===== config.mk =====
export PLATFORM = sky130hd
export DESIGN_NAME = benes_burst_ctrl
export DESIGN_NICKNAME = d
export VERILOG_FILES = /design/src/rtl/benes_burst_ctrl_pkg.sv /design/src/rtl/benes_out_fifo.sv /design/src/rtl/benes_burst_ctrl.sv
export SDC_FILE = /design/constraint.sdc
export NUM_CORES = 1
export LEC_CHECK = 0
export CAP_MARGIN = 20
export CELL_PAD_IN_SITES_DETAIL_PLACEMENT = 0
export CELL_PAD_IN_SITES_GLOBAL_PLACEMENT = 1
export CORE_MARGIN = 2
export CORE_UTILIZATION = 50
export CTS_BUF_LIST = sky130_fd_sc_hd__clkbuf_4 sky130_fd_sc_hd__clkbuf_8
export CTS_CLUSTER_DIAMETER = 100
export CTS_CLUSTER_SIZE = 10
export DETAILED_ROUTE_END_ITERATION = 8
export PLACE_DENSITY = 0.75
export REMOVE_ABC_BUFFERS = 1
export SETUP_SLACK_MARGIN = 0.05
export SLEW_MARGIN = 10
export SYNTH_ARGS = -nofsm -noshare
export SYNTH_HDL_FRONTEND = slang
export SYNTH_HIERARCHICAL = 1
export SYNTH_SLANG_ARGS = --single-unit

===== constraint.sdc =====
create_clock -name s00_axi_aclk -period 8.3 [get_ports s00_axi_aclk]
set_input_delay 1.66 -clock s00_axi_aclk [delete_from_list [all_inputs] [get_ports s00_axi_aclk]]
set_output_delay 1.66 -clock s00_axi_aclk [all_outputs]
set_load 0.05 [all_outputs]

===== src/rtl/benes_burst_ctrl_pkg.sv =====
// Shared types for the Benes burst controller: datapath beat structs, AXI response codes, FSM states.
// Pure declarations; no latency or backpressure of its own.
package benes_burst_ctrl_pkg;

    localparam int BENES_LANES = 4;
    localparam int LANE_W      = 16;
    localparam int SEL_W       = 2 * BENES_LANES;

    // Each output lane i takes input lane sel[2i+:2].
    typedef struct packed {
        logic [SEL_W-1:0]                  sel;
        logic [BENES_LANES-1:0][LANE_W-1:0] lane;
    } IntcBenesInputs;

    typedef struct packed {
        logic [BENES_LANES-1:0][LANE_W-1:0] lane;
    } IntcBenesOutputs;

    localparam logic [1:0] AXI_RESP_OKAY   = 2'b00;
    localparam logic [1:0] AXI_RESP_SLVERR = 2'b10;

    typedef enum logic [1:0] {W_IDLE, W_DATA, W_RESP} wr_state_e;
    typedef enum logic       {R_IDLE, R_DATA}         rd_state_e;

endpackage


===== src/rtl/benes_out_fifo.sv =====
// First-word fall-through FIFO of Benes results; a write is visible at the head the cycle after it lands.
// No backpressure on the write side: the caller's credit scheme keeps it from ever overflowing.
module benes_out_fifo
    import benes_burst_ctrl_pkg::*;
#(
    parameter int DEPTH = 16,
    parameter int CNT_W = $clog2(DEPTH) + 1
) (
    input  logic            clk_i,
    input  logic            rst_i,
    input  logic            wr_en_i,
    input  IntcBenesOutputs wr_dat_i,
    input  logic            rd_en_i,
    output IntcBenesOutputs rd_dat_o,
    output logic            empty_o,
    output logic [CNT_W-1:0] count_o
);
    localparam int               PTR_W    = $clog2(DEPTH);
    localparam logic [CNT_W-1:0] FULL_CNT = CNT_W'(DEPTH);

    IntcBenesOutputs  mem_q [DEPTH];
    logic [PTR_W-1:0] wr_ptr_q, wr_ptr_d;
    logic [PTR_W-1:0] rd_ptr_q, rd_ptr_d;
    logic [CNT_W-1:0] count_q, count_d;
    logic             do_wr, do_rd;

    // A pop frees the slot in the same cycle, so push-at-full with pop is fine.
    assign do_rd = rd_en_i && (count_q != '0);
    assign do_wr = wr_en_i && ((count_q != FULL_CNT) || do_rd);

    always_comb begin
        wr_ptr_d = wr_ptr_q;
        rd_ptr_d = rd_ptr_q;
        count_d  = count_q;
        if (do_wr) wr_ptr_d = wr_ptr_q + PTR_W'(1);
        if (do_rd) rd_ptr_d = rd_ptr_q + PTR_W'(1);
        case ({do_wr, do_rd})
            2'b10:   count_d = count_q + CNT_W'(1);
            2'b01:   count_d = count_q - CNT_W'(1);
            default: count_d = count_q;
        endcase
    end

    always_ff @(posedge clk_i) begin
        if (rst_i) begin
            wr_ptr_q <= '0;
            rd_ptr_q <= '0;
            count_q  <= '0;
        end else begin
            wr_ptr_q <= wr_ptr_d;
            rd_ptr_q <= rd_ptr_d;
            count_q  <= count_d;
        end
    end

    always_ff @(posedge clk_i) begin
        if (do_wr) mem_q[wr_ptr_q] <= wr_dat_i;
    end

    assign rd_dat_o = mem_q[rd_ptr_q];
    assign empty_o  = (count_q == '0);
    assign count_o  = count_q;

    assert property (@(posedge clk_i) disable iff (rst_i)
        !(wr_en_i && (count_q == FULL_CNT) && !rd_en_i));

endmodule


===== src/rtl/benes_burst_ctrl.sv =====
// AXI4 burst front end for the Benes core: W beats stream into the core, results queue in a FWFT FIFO served to AR/R.
// wready is withheld whenever stored + in-flight results would exceed the FIFO, so the core never needs backpressure.
module benes_burst_ctrl
    import benes_burst_ctrl_pkg::*;
#(
    parameter int ID_W  = 1,
    parameter int DEPTH = 16,
    parameter int CNT_W = $clog2(DEPTH) + 1
) (
    input  logic             s00_axi_aclk,
    input  logic             s00_axi_areset,
    input  logic [ID_W-1:0]  awid,
    input  logic [7:0]       awlen,
    input  logic             awvalid,
    output logic             awready,
    input  IntcBenesInputs   wdata,
    input  logic             wlast,
    input  logic             wvalid,
    output logic             wready,
    output logic [ID_W-1:0]  bid,
    output logic [1:0]       bresp,
    output logic             bvalid,
    input  logic             bready,
    input  logic [ID_W-1:0]  arid,
    input  logic [7:0]       arlen,
    input  logic             arvalid,
    output logic             arready,
    output logic [ID_W-1:0]  rid,
    output IntcBenesOutputs  rdata,
    output logic [1:0]       rresp,
    output logic             rlast,
    output logic             rvalid,
    input  logic             rready,
    output logic             benes_in_valid,
    output IntcBenesInputs   benes_in_data,
    input  logic             benes_out_valid,
    input  IntcBenesOutputs  benes_out_data,
    output logic [CNT_W-1:0] fifo_count
);
    wr_state_e        wr_state_q, wr_state_d;
    logic [ID_W-1:0]  awid_q, awid_d;
    logic [7:0]       awlen_q, awlen_d;
    logic [7:0]       wbeat_q, wbeat_d;
    logic             werr_q, werr_d;
    logic [CNT_W-1:0] inflight_q, inflight_d;

    rd_state_e        rd_state_q, rd_state_d;
    logic [ID_W-1:0]  arid_q, arid_d;
    logic [7:0]       arlen_q, arlen_d;
    logic [7:0]       rbeat_q, rbeat_d;

    logic [CNT_W:0]   credit_used;
    logic             has_credit, w_push, w_final, res_ok, r_pop, fifo_empty;

    // Depends only on registers, so wready never combinationally follows wvalid.
    assign credit_used = {1'b0, fifo_count} + {1'b0, inflight_q};
    assign has_credit  = credit_used < (CNT_W+1)'(DEPTH);
    assign w_push      = wvalid && wready;
    assign w_final     = (wbeat_q == awlen_q);
    assign res_ok      = benes_out_valid && (inflight_q != '0);
    assign r_pop       = rvalid && rready;

    assign benes_in_valid = w_push;
    assign benes_in_data  = wdata;
    assign inflight_d     = inflight_q + CNT_W'(w_push) - CNT_W'(res_ok);

    always_ff @(posedge s00_axi_aclk) begin
        if (s00_axi_areset) begin
            wr_state_q <= W_IDLE;
            awid_q     <= '0;
            awlen_q    <= '0;
            wbeat_q    <= '0;
            werr_q     <= 1'b0;
            inflight_q <= '0;
        end else begin
            wr_state_q <= wr_state_d;
            awid_q     <= awid_d;
            awlen_q    <= awlen_d;
            wbeat_q    <= wbeat_d;
            werr_q     <= werr_d;
            inflight_q <= inflight_d;
        end
    end

    // The burst length comes from awlen; wlast is only cross-checked.
    always_comb begin
        wr_state_d = wr_state_q;
        awid_d     = awid_q;
        awlen_d    = awlen_q;
        wbeat_d    = wbeat_q;
        werr_d     = werr_q;
        case (wr_state_q)
            W_IDLE: if (awvalid) begin
                awid_d     = awid;
                awlen_d    = awlen;
                wbeat_d    = '0;
                werr_d     = 1'b0;
                wr_state_d = W_DATA;
            end
            W_DATA: if (w_push) begin
                wbeat_d = wbeat_q + 8'd1;
                if (wlast != w_final) werr_d = 1'b1;
                if (w_final) wr_state_d = W_RESP;
            end
            W_RESP: if (bready) wr_state_d = W_IDLE;
            default: wr_state_d = W_IDLE;
        endcase
    end

    always_comb begin
        awready = 1'b0;
        wready  = 1'b0;
        bvalid  = 1'b0;
        bresp   = AXI_RESP_OKAY;
        case (wr_state_q)
            W_IDLE: awready = 1'b1;
            W_DATA: wready  = has_credit;
            W_RESP: begin
                bvalid = 1'b1;
                bresp  = werr_q ? AXI_RESP_SLVERR : AXI_RESP_OKAY;
            end
            default: ;
        endcase
    end

    assign bid = awid_q;

    always_ff @(posedge s00_axi_aclk) begin
        if (s00_axi_areset) begin
            rd_state_q <= R_IDLE;
            arid_q     <= '0;
            arlen_q    <= '0;
            rbeat_q    <= '0;
        end else begin
            rd_state_q <= rd_state_d;
            arid_q     <= arid_d;
            arlen_q    <= arlen_d;
            rbeat_q    <= rbeat_d;
        end
    end

    always_comb begin
        rd_state_d = rd_state_q;
        arid_d     = arid_q;
        arlen_d    = arlen_q;
        rbeat_d    = rbeat_q;
        case (rd_state_q)
            R_IDLE: if (arvalid) begin
                arid_d     = arid;
                arlen_d    = arlen;
                rbeat_d    = '0;
                rd_state_d = R_DATA;
            end
            R_DATA: if (r_pop) begin
                rbeat_d = rbeat_q + 8'd1;
                if (rbeat_q == arlen_q) rd_state_d = R_IDLE;
            end
            default: rd_state_d = R_IDLE;
        endcase
    end

    // An empty FIFO mid-burst simply holds rvalid low until results land.
    always_comb begin
        arready = 1'b0;
        rvalid  = 1'b0;
        case (rd_state_q)
            R_IDLE:  arready = 1'b1;
            R_DATA:  rvalid  = !fifo_empty;
            default: ;
        endcase
    end

    assign rlast = rvalid && (rbeat_q == arlen_q);
    assign rid   = arid_q;
    assign rresp = AXI_RESP_OKAY;

    benes_out_fifo #(
        .DEPTH (DEPTH),
        .CNT_W (CNT_W)
    ) u_out_fifo (
        .clk_i    (s00_axi_aclk),
        .rst_i    (s00_axi_areset),
        .wr_en_i  (res_ok),
        .wr_dat_i (benes_out_data),
        .rd_en_i  (r_pop),
        .rd_dat_o (rdata),
        .empty_o  (fifo_empty),
        .count_o  (fifo_count)
    );

endmodule

==> impl_results.md <==
* HP Class: flop to flop
* Count of pins over their slew limit at 0
* Max VDD drop at 0.132 mV
* Post-route ant nets at 0
* Synthesized netlist cell count at 2030
* Synth Warn # at 6
* Final setup viols at 0
* Final nets at 2361
* IO Pins at 317
* Buffers and inverters on the worst path at 2
* H-tree depth at 3
* CTS-repair resized insts at 0
* Final core occ at 55.6%
* Reg clk slew, reported paths at 70 ps
* # placed instances at 3136
* Slowest cell on crit path: dfxtp_4
* Layout cells sized above 1 at 21.8%
* Yosys reg bits at 1084
* Die area at 86300 µm²
* RSZ-0062 raised after global routing: false
* Crit-path leading delay family: buffers and inverters
* Most common flop cell mapped by yosys: edfxtp_1
* CTS sink cnt at 1084
* Final period util at 69.4%
* Critical Path Max Stage Delay at 930 ps
* Buffer levels on the longest clock path at 3
* Setup crit start kind: flop
* Max Fclk at 0.174 GHz
* Syn_area_per_cell at 20.7 µm²
* Post-CTS Setup Inserts at 0
* Mapped Area at 42000 µm²
* Residual DRC at 0
* Die W at 294 µm
* CP Class: flop to output pin
* DRT Pass-1 Iters at 5
* Power density over the cells at 244 nW/µm²
* Number of synthesized flops with an enable pin at 1024
* Num CTS Buffers at 118
* CP required at 6640 ps
* First-pass GRT wire length at 140000 µm
* Largest net degree at the start of global routing at 139
* Slew HR at 26.2%
* Die H at 294 µm
* Layout Cells excl Fill at 3308
* CP max FO at 63
* Core area at 83400 µm²
* Hold Buf Count CTS at 0
* CTS tree: yes
* Hpwl dp at 49800 µm
* Antenna violations before repair at 4
* Final WL at 96000 µm
* Buffers on Ports at 169
* Register area share after synthesis at 76.1%
* Final Critical Period at 5760 ps
* Vias in the first global route at 21100
* DR WL/cell at 29.0 µm
* Row cnt at 106
* Initial Utilization at 50.3%
* Skew final at 22.2 ps
* Via Count at 20400
* Area Overhead vs Synth at 10.6%
* Root Driver: clkbuf_8
* Routed vias/inst at 6.17
* GRT overflow at 0
* Status: finished clean
* Max-cap check violation count at 0
* CP arrival at 4100 ps
* Pleak at 14.3 nW
* CP Cell Sequence: buf_4 > mux4_2 > a22oi_1 > nand2_1 > clkdlybuf4s50_1
* Initial DRC Count at 1660
* Clk_lat worst skew at 740 ps
* Final Hold Vio Count at 0
* Critical Path End Type: output pin
* Synth cell types at 57
* Worst Tran Pin Value at 1110 ps
* Routability cong. at 0.732
* Total GRT Usage at 22.4%
* FFs w/ async S/R, synth at 0%
layer usage:
layer	global-route usage, %	vias up	share of wire, %
li1	-	8512	-
met1	30.9	10900	40
met2	35.0	835	48
met3	7.10	133	9.7
met4	5.23	16	1.6
met5	3.01	-	0.42
report_power, final:
part / switching [W] / internal, W
Sequential: 0.0000835 / 0.00624
Clock: 0.00173 / 0.00150
Combinational: 0.00113 / 0.000650
cells by family (layout without fill, tap and decap cells):
family	Yosys count	after routing	share of synthesized area (%)
xor+xnor	30	30	0.626
compound gates	198	198	3.36
buf+inv	191	385	2.48
other cells	1	5	0.00894
fa+ha+maj	22	22	0.692
flops	1084	1084	76.1
mux	261	261	13.9
simple gates	243	243	2.82
worst paths after layout:
path	start	end	slack, ps	depth (start not counted)
setup / recovery	flop	rdata[60]	2540	5
hold / removal	bid	bid	470	2
setup reg to reg	u_out_fifo/count_o[0]	u_out_fifo/mem_q[9][60]	4020	9
hold reg to reg	bid	bid	470	2
cell usage after synthesis, types with 2 or more instances:
cell	n	area, µm²
xnor2_1	19	166
nand3_1	5	25.0
and3_1	6	37.5
nand4_1	8	50.1
edfxtp_1	1024	30700
nor3_1	9	45.0
ha_1	20	250
a21oi_1	36	180
a22oi_1	128	961
nor4_1	5	31.3
fa_1	2	40.0
a31oi_1	3	18.8
inv_1	18	67.6
mux2i_1	3	30.0
nor2_1	34	128
or3_1	4	25.0
a21o_1	2	15.0
nand2b_1	7	43.8
nand3b_1	2	15.0
xor2_1	11	96.3
and2_1	14	87.6
buf_1	10	37.5
nor2b_1	15	93.8
and4_1	4	35.0
nand4b_1	2	17.5
o21ai_1	3	15.0
o21a_1	2	15.0
buf_2	29	145
dfxtp_1	60	1200
buf_4	75	563
o21ai_0	8	40.0
clkbuf_1	58	218
nand2_1	116	435
nor3b_1	4	30.0
or4_1	3	22.5
o211ai_1	5	37.5
mux4_2	256	5770
worst min-delay path: stages (launching register included):
cell     delay (ps)
dfxtp_1         320
nand2_1          50
a21oi_1          50
registers in the layout (all words and copies together), names as in the netlist, named ones only:
name / cells
rbeat_q: 8
u_out_fifo/mem_q: 1024
u_out_fifo/rd_ptr_q: 4
wr_state_q: 2
werr_q: 1
u_out_fifo/wr_ptr_q: 4
bid: 1
inflight_q: 5
awlen_q: 8
rd_state_q: 1
u_out_fifo/count_o: 5
wbeat_q: 8
arlen_q: 8
rid: 1
through the flow:
step	worst slack (ps)	instance area [µm²]	hold WS (ps)	setup TNS, ps	total power, W
floorplan	-5200	41000	421	-332030	0.00770
global placement	2890	44400	441	0	0.00820
detailed placement	2900	44400	452	0	0.00825
CTS	2430	46400	466	0	0.0115
global route	2340	46400	485	0	0.0118
finish	2540	46400	466	0	0.0113
layout by cell type (no fill, tap or decap), types with 4 or more instances in the layout:
master | synthesis | routed
a21oi_1 | 36 | 36
edfxtp_1 | 1024 | 1024
clkdlybuf4s50_1 | 0 | 168
and2_4 | 1 | 14
clkbuf_4 | 0 | 44
nand2b_1 | 7 | 7
inv_1 | 18 | 18
dfxtp_1 | 60 | 58
and3_1 | 6 | 6
nand3_1 | 5 | 5
clkbuf_8 | 0 | 119
nor3_1 | 9 | 9
a22oi_1 | 128 | 128
buf_4 | 75 | 25
or3_1 | 4 | 4
xnor2_1 | 19 | 19
nand4_1 | 8 | 8
nor4_1 | 5 | 5
and4_4 | 0 | 4
mux4_2 | 256 | 256
xor2_1 | 11 | 11
o211ai_1 | 5 | 5
o21ai_0 | 8 | 8
nor3b_1 | 4 | 4
nand2_1 | 116 | 116
nor2_1 | 34 | 33
ha_1 | 20 | 20
nor2b_1 | 15 | 13
cell type report:
type	instances	area, µm²
multi-input combinational	757	9040
sequential	1084	32000
inverter	18	67.6
tap	1080	1350
clock buffer	163	1970
antenna	2	5.00
timing repair buffer	197	1930
clock inverter	7	66.3
fill	6092	37000
Note: power is estimated with default switching activity, not from simulation.
